**src/rtl/shift_counter_pkg.sv**
```systemverilog
// shift_counter_pkg: mode/direction encodings plus width-generic seed and step helpers
package shift_counter_pkg;
  localparam int MAX_W = 64;
  localparam logic MODE_RING = 1'b0;
  localparam logic MODE_JOHNSON = 1'b1;
  localparam logic DIR_UP = 1'b0;
  localparam logic DIR_DOWN = 1'b1;

  function automatic logic [MAX_W-1:0] seed(input logic mode);
    return mode == MODE_JOHNSON ? '0 : MAX_W'(1);
  endfunction

  function automatic logic [MAX_W-1:0] step(input logic [MAX_W-1:0] c, input int w, input logic mode, input logic dir);
    logic [MAX_W-1:0] hi, mask;
    hi = c >> (w - 1);
    mask = (MAX_W'(1) << w) - MAX_W'(1);
    return mask & (dir == DIR_DOWN ? (c >> 1) | (MAX_W'(c[0] ^ mode) << (w - 1))
                                   : (c << 1) | MAX_W'(hi[0] ^ mode));
  endfunction
endpackage

```
**src/rtl/shift_counter_decode.sv**
```systemverilog
// shift_counter_decode: legality check and step-index decode of the counter register
module shift_counter_decode
  import shift_counter_pkg::*;
#(
  parameter int WIDTH = 4,
  localparam int PW = $clog2(2 * WIDTH)
) (
  input  logic [WIDTH-1:0] count_out,
  input  logic             mode_q,
  output logic             legal,
  output logic [PW-1:0]    position
);
  logic [PW-1:0] ring_pos, john_pos;
  always_comb begin
    ring_pos = '0;
    for (int i = 0; i < WIDTH; i++) if (count_out[i]) ring_pos = PW'(i);
    john_pos = count_out[WIDTH-1] ? PW'(2 * WIDTH - $countones(count_out)) : PW'($countones(count_out));
    legal = mode_q == MODE_JOHNSON ? ($countones(count_out[WIDTH-1:1] ^ count_out[WIDTH-2:0]) <= 1)
                                   : $onehot(count_out);
    position = legal ? (mode_q == MODE_JOHNSON ? john_pos : ring_pos) : '0;
  end
endmodule

```
**src/rtl/shift_counter.sv**
```systemverilog
// shift_counter: ring/Johnson shift counter with load, self-correction, position decode and wrap pulse
module shift_counter
  import shift_counter_pkg::*;
#(
  parameter int WIDTH = 4,
  localparam int PW = $clog2(2 * WIDTH)
) (
  input  logic             Clock,
  input  logic             Reset,
  input  logic             Enable,
  input  logic             Mode,
  input  logic             Dir,
  input  logic             Load,
  input  logic [WIDTH-1:0] Load_value,
  output logic [WIDTH-1:0] Count_out,
  output logic [PW-1:0]    Position,
  output logic             Wrap,
  output logic             Illegal
);
  logic [WIDTH-1:0] count_q, count_d;
  logic mode_q, mode_d, wrap_q, wrap_d, illegal_q, illegal_d, legal;
  logic [PW-1:0] last_pos;

  shift_counter_decode #(.WIDTH(WIDTH)) u_decode (
    .count_out(count_q),
    .mode_q   (mode_q),
    .legal    (legal),
    .position (Position)
  );

  assign last_pos = mode_q == MODE_JOHNSON ? PW'(2 * WIDTH - 1) : PW'(WIDTH - 1);

  always_comb begin
    count_d = count_q;
    mode_d = mode_q;
    wrap_d = 1'b0;
    illegal_d = 1'b0;
    if (Load) begin
      count_d = Load_value;
    end else if (Mode != mode_q) begin
      count_d = WIDTH'(seed(Mode));
      mode_d = Mode;
    end else if (Enable && !legal) begin
      count_d = WIDTH'(seed(Mode));
      illegal_d = 1'b1;
    end else if (Enable) begin
      count_d = WIDTH'(step(MAX_W'(count_q), WIDTH, mode_q, Dir));
      wrap_d = Dir == DIR_DOWN ? Position == '0 : Position == last_pos;
    end
  end

  always_ff @(posedge Clock) begin
    if (Reset) begin
      count_q <= WIDTH'(seed(Mode));
      mode_q <= Mode;
      wrap_q <= 1'b0;
      illegal_q <= 1'b0;
    end else begin
      count_q <= count_d;
      mode_q <= mode_d;
      wrap_q <= wrap_d;
      illegal_q <= illegal_d;
    end
  end

  assign Count_out = count_q;
  assign Wrap = wrap_q;
  assign Illegal = illegal_q;
endmodule
```
**config.mk**
```make
export PLATFORM = sky130hd
export DESIGN_NAME = shift_counter
export DESIGN_NICKNAME = d
export VERILOG_FILES = /design/src/rtl/shift_counter_pkg.sv /design/src/rtl/shift_counter_decode.sv /design/src/rtl/shift_counter.sv
export SDC_FILE = /design/constraint.sdc
export NUM_CORES = 1
export LEC_CHECK = 0
export ABC_AREA = 1
export CORE_UTILIZATION = 40
export CTS_CLUSTER_DIAMETER = 50
export DETAILED_ROUTE_END_ITERATION = 8
export HOLD_SLACK_MARGIN = 0.03
export MAX_ROUTING_LAYER = met4
export PLACE_DENSITY = 0.78
export REMOVE_ABC_BUFFERS = 1
export SLEW_MARGIN = 25
export SYNTH_ARGS = -nofsm -noshare
export SYNTH_HDL_FRONTEND = slang
export SYNTH_SLANG_ARGS = --single-unit
```
**constraint.sdc**
```tcl
create_clock -name Clock -period 2.7 [get_ports Clock]
set_input_delay 0.675 -clock Clock [delete_from_list [all_inputs] [get_ports Clock]]
set_output_delay 0.675 -clock Clock [all_outputs]
set_load 0.03 [all_outputs]
```
# Word level (Yosys, flattened, before mapping)

Index checks and enable logic that the tools add are counted.

Register bits: 7
Word-level logic and storage cells: 52

Add/subtract/negate cells: 9
$lt $le $gt $ge: 1
Equality and inequality tests: 4
Muxes and demuxes: 20
Bitwise operators: 6
Reduce and logical (&&, ||, !) cells: 8

Operators with widths:

| operator            | count |
|---|---|
| $add 32x1->32       | 1 |
| $le 32x2->1 const B | 1 |
| $mux 4              | 6 |
| $mux 3              | 6 |
| $add 1x1->2         | 5 |
| $mux 1              | 8 |
| $reduce_bool 5->1   | 1 |
| $reduce_or 5->1     | 1 |
| $or 3x4->4          | 1 |
| $or 4x1->4          | 1 |
| $add 2x3->3         | 1 |
| $add 3x3->3         | 1 |
| $eq 3x1->1 const B  | 1 |
| $eq 3x3->1          | 1 |
| $logic_not 3->1     | 1 |
| $reduce_or 3->1     | 1 |
| $sub 1x3->3 const A | 1 |
| $xor 3x3->3         | 1 |
| $ne 2x2->1 const B  | 1 |
| $reduce_and 2->1    | 1 |
| $reduce_bool 2->1   | 1 |
| $xor 1x1->1         | 2 |
| $logic_and 1x1->1   | 1 |
| $logic_not 1->1     | 1 |
| 2 further kinds     | 2 |

# Depth between registers and ports, before layout

Gate-level depths: netlist of the first run.

Word-level depth: 11
Gate-level depth with buffers: 16
Mapped depth without buffers: 16

# By module

A second synthesis of the first run with hierarchy kept.

Cell total of the unflattened synthesis: 106
Area total of the unflattened synthesis: 719.4 µm²

By module, submodules not included:

| module               | instances | cells an instance | area each (µm²) | sequential area each (µm²) |
|---|---|---|---|---|
| shift_counter        | 1         | 65                | 474.2           | 190.2 |
| shift_counter_decode | 1         | 41                | 245.2           | 0.0 |

# Least setup slack after synthesis of the first run

OpenSTA, ideal clock, no wires.

Path type: register to output
Start: register count_q[3] (netlist: Count_out[3])
End: output Position[2]
Arrival time: 2.422 ns
Data required time: 2.025 ns
Path slack: -0.397 ns
Stages on the path, launching flop included: 15
Buffers on the path: 0
Path through: edfxtp_1 -> inv_1 -> ha_1 -> inv_1 -> fa_1 -> inv_1 -> ha_1 -> inv_1 -> ha_1 -> inv_1 -> nand3_1 -> nand2_1 -> nor2_1 -> nand2_1 -> inv_1

Longest elaborated chain between the ends: 6
Elaborated cells between the ends (all ways): 14
Those cells by class: 6 x add/sub; 1 x order compare; 1 x eq/ne; 5 x mux; 1 x bitwise

RTL lines:

| what                                                  | RTL line                   | source |
|---|---|---|
| start: declaration                                    | shift_counter.sv:20        | `logic [WIDTH-1:0] count_q, count_d;` |
| start signal: assignment                              | shift_counter.sv:54        | `count_q <= WIDTH'(seed(Mode));` |
| start signal: assignment                              | shift_counter.sv:59        | `count_q <= count_d;` |
| branches (longest 5 deep; another with $add 32x1->32) | --                         |  |
| $mux 3 *                                              | shift_counter_decode.sv:20 | `position = legal ? (mode_q == MODE_JOHNSON ? john_pos : ring_pos) : '0;` |
| end: declaration                                      | shift_counter.sv:16        | `output logic [PW-1:0] Position,` |

Every way passes the cells marked *.

# Worst setup path in the final report of the first run

Ends and elaborated chain as after synthesis.

==> results of run 1 <==
repair_timing:
action / 4_1_cts / 5_1_grt
setup endpoints to repair: 3 / 4
pin swaps: 11 / 6
setup buffers: 7 / 0
gates resized for setup: 31 / 3
metrics by stage:
stage	setup slack, ps	hold WS, ps
floorplan	-410	774
global placement	-503	779
detailed placement	-513	832
CTS	-272	841
global route	-397	874
finish	-318	839
critical path, cell delays in order, from the launching register on:
cell and delay (ps):
edfxtp_1 420, inv_2 100, ha_4 210, buf_6 120, ha_4 140, fa_1 430, nor2_1 110, nand2_1 100
nand2_2 110, buf_6 110, nand2_2 60, inv_2 60, buf_6 120
report_power, final:
group	switching, mW	internal (mW)
clock	0.0356	0.0562
combinational	0.205	0.193
sequential	0.0102	0.126
worst paths after layout:
path | from | to | slack, ps
setup / recovery | Count_out[3]$_SDFFCE_PP0P_ | Position[2] | -320
setup reg to reg | Count_out[3]$_SDFFCE_PP0P_ | Wrap$_SDFF_PP0_ | -210
hold / removal | mode_q$_DFFE_PP_ | Illegal$_SDFF_PP0_ | 840
hold reg to reg | mode_q$_DFFE_PP_ | Illegal$_SDFF_PP0_ | 840
sequential cells by signal (all words and copies together), names as in the netlist:
name       cells
Count_out      4
Illegal        1
Wrap           1
mode_q         1
synthesized netlist by cell type (all sizes together):
library cell	count	share of area, %
a21oi	5	4.5
buf	1	1.6
dfxtp	2	5.6
edfxtp	5	21
fa	2	5.6
ha	8	14
inv	18	9.7
nand2	21	11
nand3	12	11
nand4	1	0.87
nor2	7	3.7
o2111ai	1	1.2
o211ai	3	3.1
o21ai	6	4.2
or2	1	0.87
xnor2	1	2.3
kinds of logic (layout without fill, tap and decap cells):
logic type | Yosys count | count (layout) | share of synthesized area [%]
simple gates | 42 | 42 | 27.5
buf+inv | 19 | 63 | 11.3
compound gates | 15 | 15 | 13.0
fa+ha+maj | 10 | 10 | 19.5
flops | 7 | 7 | 26.4
xor+xnor | 1 | 1 | 2.26
layout make-up:
cell class | instances | share of cell area (%)
tap | 24 | 2.48
timing repair buffer | 41 | 30.1
multi-input combinational | 68 | 43.6
clock buffer | 4 | 2.17
sequential | 7 | 15.7
inverter | 18 | 5.99
layout by cell type (no fill, tap or decap), types with 5 or more instances in the layout:
cell and instances:
buf_4 21, buf_6 5, clkdlybuf4s50_1 15, edfxtp_1 5, ha_4 5, inv_1 7
inv_2 9, nand2_1 18, nand3_1 9, nor2_1 5, o21ai_0 6
metal layers:
layer  track usage, %  share of wire, %  vias up
met4             7.27              0.84        0
met1             29.1                38      359
met2             51.5                59       18
li1                 -                 -      399
met5                -                 0        -
met3             2.86               2.4        2
==> impl_metrics.env, run 1 <==
export IMPL_portBuffers=18
export IMPL_numPlacedInstances=151
export IMPL_rsz0062_at_grt="yes"
export IMPL_cts_clk_slew_worst_paths_ps=50
export IMPL_period_needed_ps=3020
export IMPL_leakage_nw=0.547
export IMPL_cp_end_kind="output pin"
export IMPL_synth_area_per_cell_sq_um=7.65
export IMPL_setup_viol_count_final=4
export IMPL_max_freq_mhz=331
export IMPL_grt_overflow=0
export IMPL_multi_input_area_sq_um=528
export IMPL_grt_pass1_vias=823
export IMPL_vdd_ir_drop_worst_uv=372
export IMPL_yosysSeqAreaShare_pct=26.4
export IMPL_ys_warn_count=0
export IMPL_setup_slack_ps=-318
export IMPL_core_area_sq_um=1590
export IMPL_grt_max_degree=9
export IMPL_die_x_um=44.4
export IMPL_cts_tree="yes"
export IMPL_dr_pass1_iters=4
export IMPL_die_y_um=44.4
export IMPL_skew_ps=0.912
export IMPL_p_per_area_nw_per_um2=517
export IMPL_critical_path_class="reg -> out"
export IMPL_max_slew_margin_rel_pct=78.4
export IMPL_layout_nets=159
export IMPL_wl_per_cell_um=13.2
export IMPL_clk_latency_ps=240
export IMPL_min_path_type="reg -> reg"
export IMPL_setup_tns_ps=-1080
export IMPL_crit_fanout=3
export IMPL_dp_hpwl_mm=1.47
export IMPL_cts_buffers=3
export IMPL_die_area_sq_um=1970
export IMPL_hold_viol=0
export IMPL_hold_buffers=0
export IMPL_fillers=131
export IMPL_finalInstanceArea_sq_um=1210
export IMPL_post_route_period_util_pct=112
export IMPL_htreeDepth=1
export IMPL_dr_first_iter_drc_count=15
export IMPL_drive_above_1_share_pct=41.3
export IMPL_hold_path_depth=3
export IMPL_cp_required_ps=2030
export IMPL_io_pins=19
export IMPL_arrival_ps=2340
export IMPL_ant_nets=0
export IMPL_antennaDiodeCount=0
export IMPL_via_per_inst=4.80
export IMPL_violations="setup timing"
export IMPL_grt_antenna_before_repair=0
export IMPL_gp_congestion=0.876
export IMPL_vias=778
export IMPL_wirelength_mm=2.14
export IMPL_max_cap_viol_count=0
export IMPL_syn_inst=94
export IMPL_cts_path_max_buffers=2
export IMPL_synth_seq_cells=7
export IMPL_syn2layout_area_growth_pct=68.3
export IMPL_synth_cell_types=22
export IMPL_grt_pass1_wl_mm=3.67
export IMPL_synth_area_sq_um=719
export IMPL_stdcell_count=162
export IMPL_clockRootBuffer="clkbuf_4"
export IMPL_outcome="complete, but fails checks"
export IMPL_slew_violations=0
export IMPL_drcViolationCount=0
export IMPL_start_kind="register"
export IMPL_rr_worst_depth=19
export IMPL_num_rows=14
export IMPL_cts_sinks=7
export IMPL_sequential_cell_area_sq_um=190
export IMPL_initial_core_util_pct=45.1
export IMPL_track_usage_pct=27.0
export IMPL_place_area_sq_um=1030
export IMPL_final_util_pct=76.0
export IMPL_worst_pin_slew_ps=323
export IMPL_total_power_mw=0.626
No activity file was read; power rests on OpenSTA's default activity.
==> run 2, diff against run 1 <==
--- a/config.mk
+++ b/config.mk
@@ -6,12 +6,12 @@
 export NUM_CORES = 1
 export LEC_CHECK = 0
 export ABC_AREA = 1
-export CORE_UTILIZATION = 40
+export CORE_UTILIZATION = 30
 export CTS_CLUSTER_DIAMETER = 50
 export DETAILED_ROUTE_END_ITERATION = 8
 export HOLD_SLACK_MARGIN = 0.03
 export MAX_ROUTING_LAYER = met4
-export PLACE_DENSITY = 0.78
+export PLACE_DENSITY = 0.64
 export REMOVE_ABC_BUFFERS = 1
 export SLEW_MARGIN = 25
 export SYNTH_ARGS = -nofsm -noshare
==> impl_metrics.env, run 2 (same netlist as run 1, synthesis figures left out) <==
export IMPL_via_per_inst=4.56
export IMPL_wirelength_mm=1.83
export IMPL_grt_pass1_vias=771
export IMPL_min_path_type="reg -> reg"
export IMPL_hold_buffers=0
export IMPL_gp_congestion=0.854
export IMPL_vdd_ir_drop_worst_uv=288
export IMPL_layout_commonest_cell="nand2_1"
export IMPL_place_ws_ps=-82.8
export IMPL_drive_above_1_share_pct=36.8
export IMPL_die_area_sq_um=2600
export IMPL_dr_pass1_iters=4
export IMPL_num_rows=17
export IMPL_cts_sinks=7
export IMPL_outcome="complete, but fails checks"
export IMPL_cts_tree="yes"
export IMPL_timing_rr_start="Count_out[2]$_SDFFCE_PP0P_"
export IMPL_ant_nets=0
export IMPL_grt_overflow=0
export IMPL_max_freq_mhz=338
export IMPL_clockRootBuffer="clkbuf_4"
export IMPL_layout_nets=154
export IMPL_p_seq_share_pct=23.1
export IMPL_rsz0062_at_grt="yes"
export IMPL_dp_hpwl_mm=1.39
export IMPL_stdcell_count=161
export IMPL_setup_slack_ps=-258
export IMPL_dr_first_iter_drc_count=6
export IMPL_start_kind="register"
export IMPL_layout_common_cells="nand2_1, buf_4, clkdlybuf4s50_1"
export IMPL_hp_start="Count_out[2]$_SDFFCE_PP0P_"
export IMPL_cp_required_ps=2030
export IMPL_io_pins=19
export IMPL_drcViolationCount=0
export IMPL_portBuffers=18
export IMPL_switchingPower_mw=0.238
export IMPL_grt_antenna_before_repair=0
export IMPL_largest_reg_flops=4
export IMPL_syn2layout_area_growth_pct=64.2
export IMPL_violations="setup timing"
export IMPL_clkPwrFrac_pct=15.7
export IMPL_die_x_um=51.0
export IMPL_skew_ps=3.72
export IMPL_grt_max_degree=12
export IMPL_fillers=214
export IMPL_die_y_um=51.0
export IMPL_post_route_period_util_pct=110
export IMPL_cts_path_max_buffers=2
export IMPL_setup_viol_count_final=3
export IMPL_comb_power_share_pct=61.2
export IMPL_leakage_nw=0.527
export IMPL_worst_pin_slew_ps=538
export IMPL_cts_clk_slew_worst_paths_ps=50
export IMPL_finalInstanceArea_sq_um=1180
export IMPL_initial_core_util_pct=32.2
export IMPL_critical_path_class="reg -> out"
export IMPL_holdWs_ps=932
export IMPL_p_sw_share_pct=39.7
export IMPL_final_util_pct=52.9
export IMPL_total_power_mw=0.598
export IMPL_grt_pass1_wl_mm=3.21
export IMPL_wl_per_cell_um=11.4
export IMPL_max_slew_margin_rel_pct=64.1
export IMPL_critPathLaunch="Count_out[2]$_SDFFCE_PP0P_"
export IMPL_cts_buffers=3
export IMPL_place_area_sq_um=1010
export IMPL_track_usage_pct=17.3
export IMPL_p_int_mw=0.361
export IMPL_max_cap_viol_count=0
export IMPL_arrival_ps=2280
export IMPL_clk_latency_ps=250
export IMPL_numPlacedInstances=151
export IMPL_core_area_sq_um=2230
export IMPL_setup_tns_ps=-714
export IMPL_slew_violations=0
export IMPL_p_per_area_nw_per_um2=506
export IMPL_vias=734
export IMPL_crit_fanout=5
export IMPL_antennaDiodeCount=0
export IMPL_hold_viol=0
export IMPL_htreeDepth=1
export IMPL_period_needed_ps=2960
export IMPL_cp_end_kind="output pin"
[run 2: cell types whose count changed in the layout (fill, tap and decap cells not counted), sizes merged]
cell  delta
buf      -5
[run 2: power groups by stage]
stage          combinational, mW  sequential [mW]  clock [mW]
2_1_floorplan              0.152            0.154           0
3_3_place_gp               0.276            0.138           0
3_5_place_dp               0.282            0.138           0
4_1_cts                    0.358            0.137      0.0945
5_1_grt                    0.405            0.139       0.105
6_report                   0.366            0.138      0.0940
[run 2: path summary, 6_finish.rpt]
path,endpoint,slack [ps],cells after the start
min,Count_out[3]$_SDFFCE_PP0P_,930,4
min reg2reg,Count_out[3]$_SDFFCE_PP0P_,930,4
max,Position[1],-260,11
max reg2reg,Count_out[0]$_DFFE_PP_,190,14
[run 2: layout make-up]
class / count / area, sq um / area share, %
clock buffers: 4 / 26.3 / 2.22
inverters: 18 / 70.1 / 5.93
multi-input cells: 68 / 537 / 45.4
well taps: 28 / 35.0 / 2.97
flip-flops and latches: 7 / 190 / 16.1
repair buffers: 36 / 323 / 27.3
[run 2: what timing repair did]
item,CTS,global route
pin swaps,11,7
setup buffers,6,0
setup endpoints to repair,3,4
resized for setup,21,3
[run 2: routing by layer]
layer	vias to the layer above	routed length, um	track usage, %
met2	14	967	32.2
met1	329	797	17.8
li1	387	-	-
met5	-	0	-
met4	0	21	6.94
met3	4	43	2.68
[run 2: worst max-delay path: stages, from the launching register on]
cell      delay, ps
edfxtp_1        400
inv_2           100
ha_4            210
buf_6           120
ha_4            140
fa_1            430
nor2_1          110
nand2_1         100
nand2_2         130
nand3_2         100
inv_2            70
buf_6           120
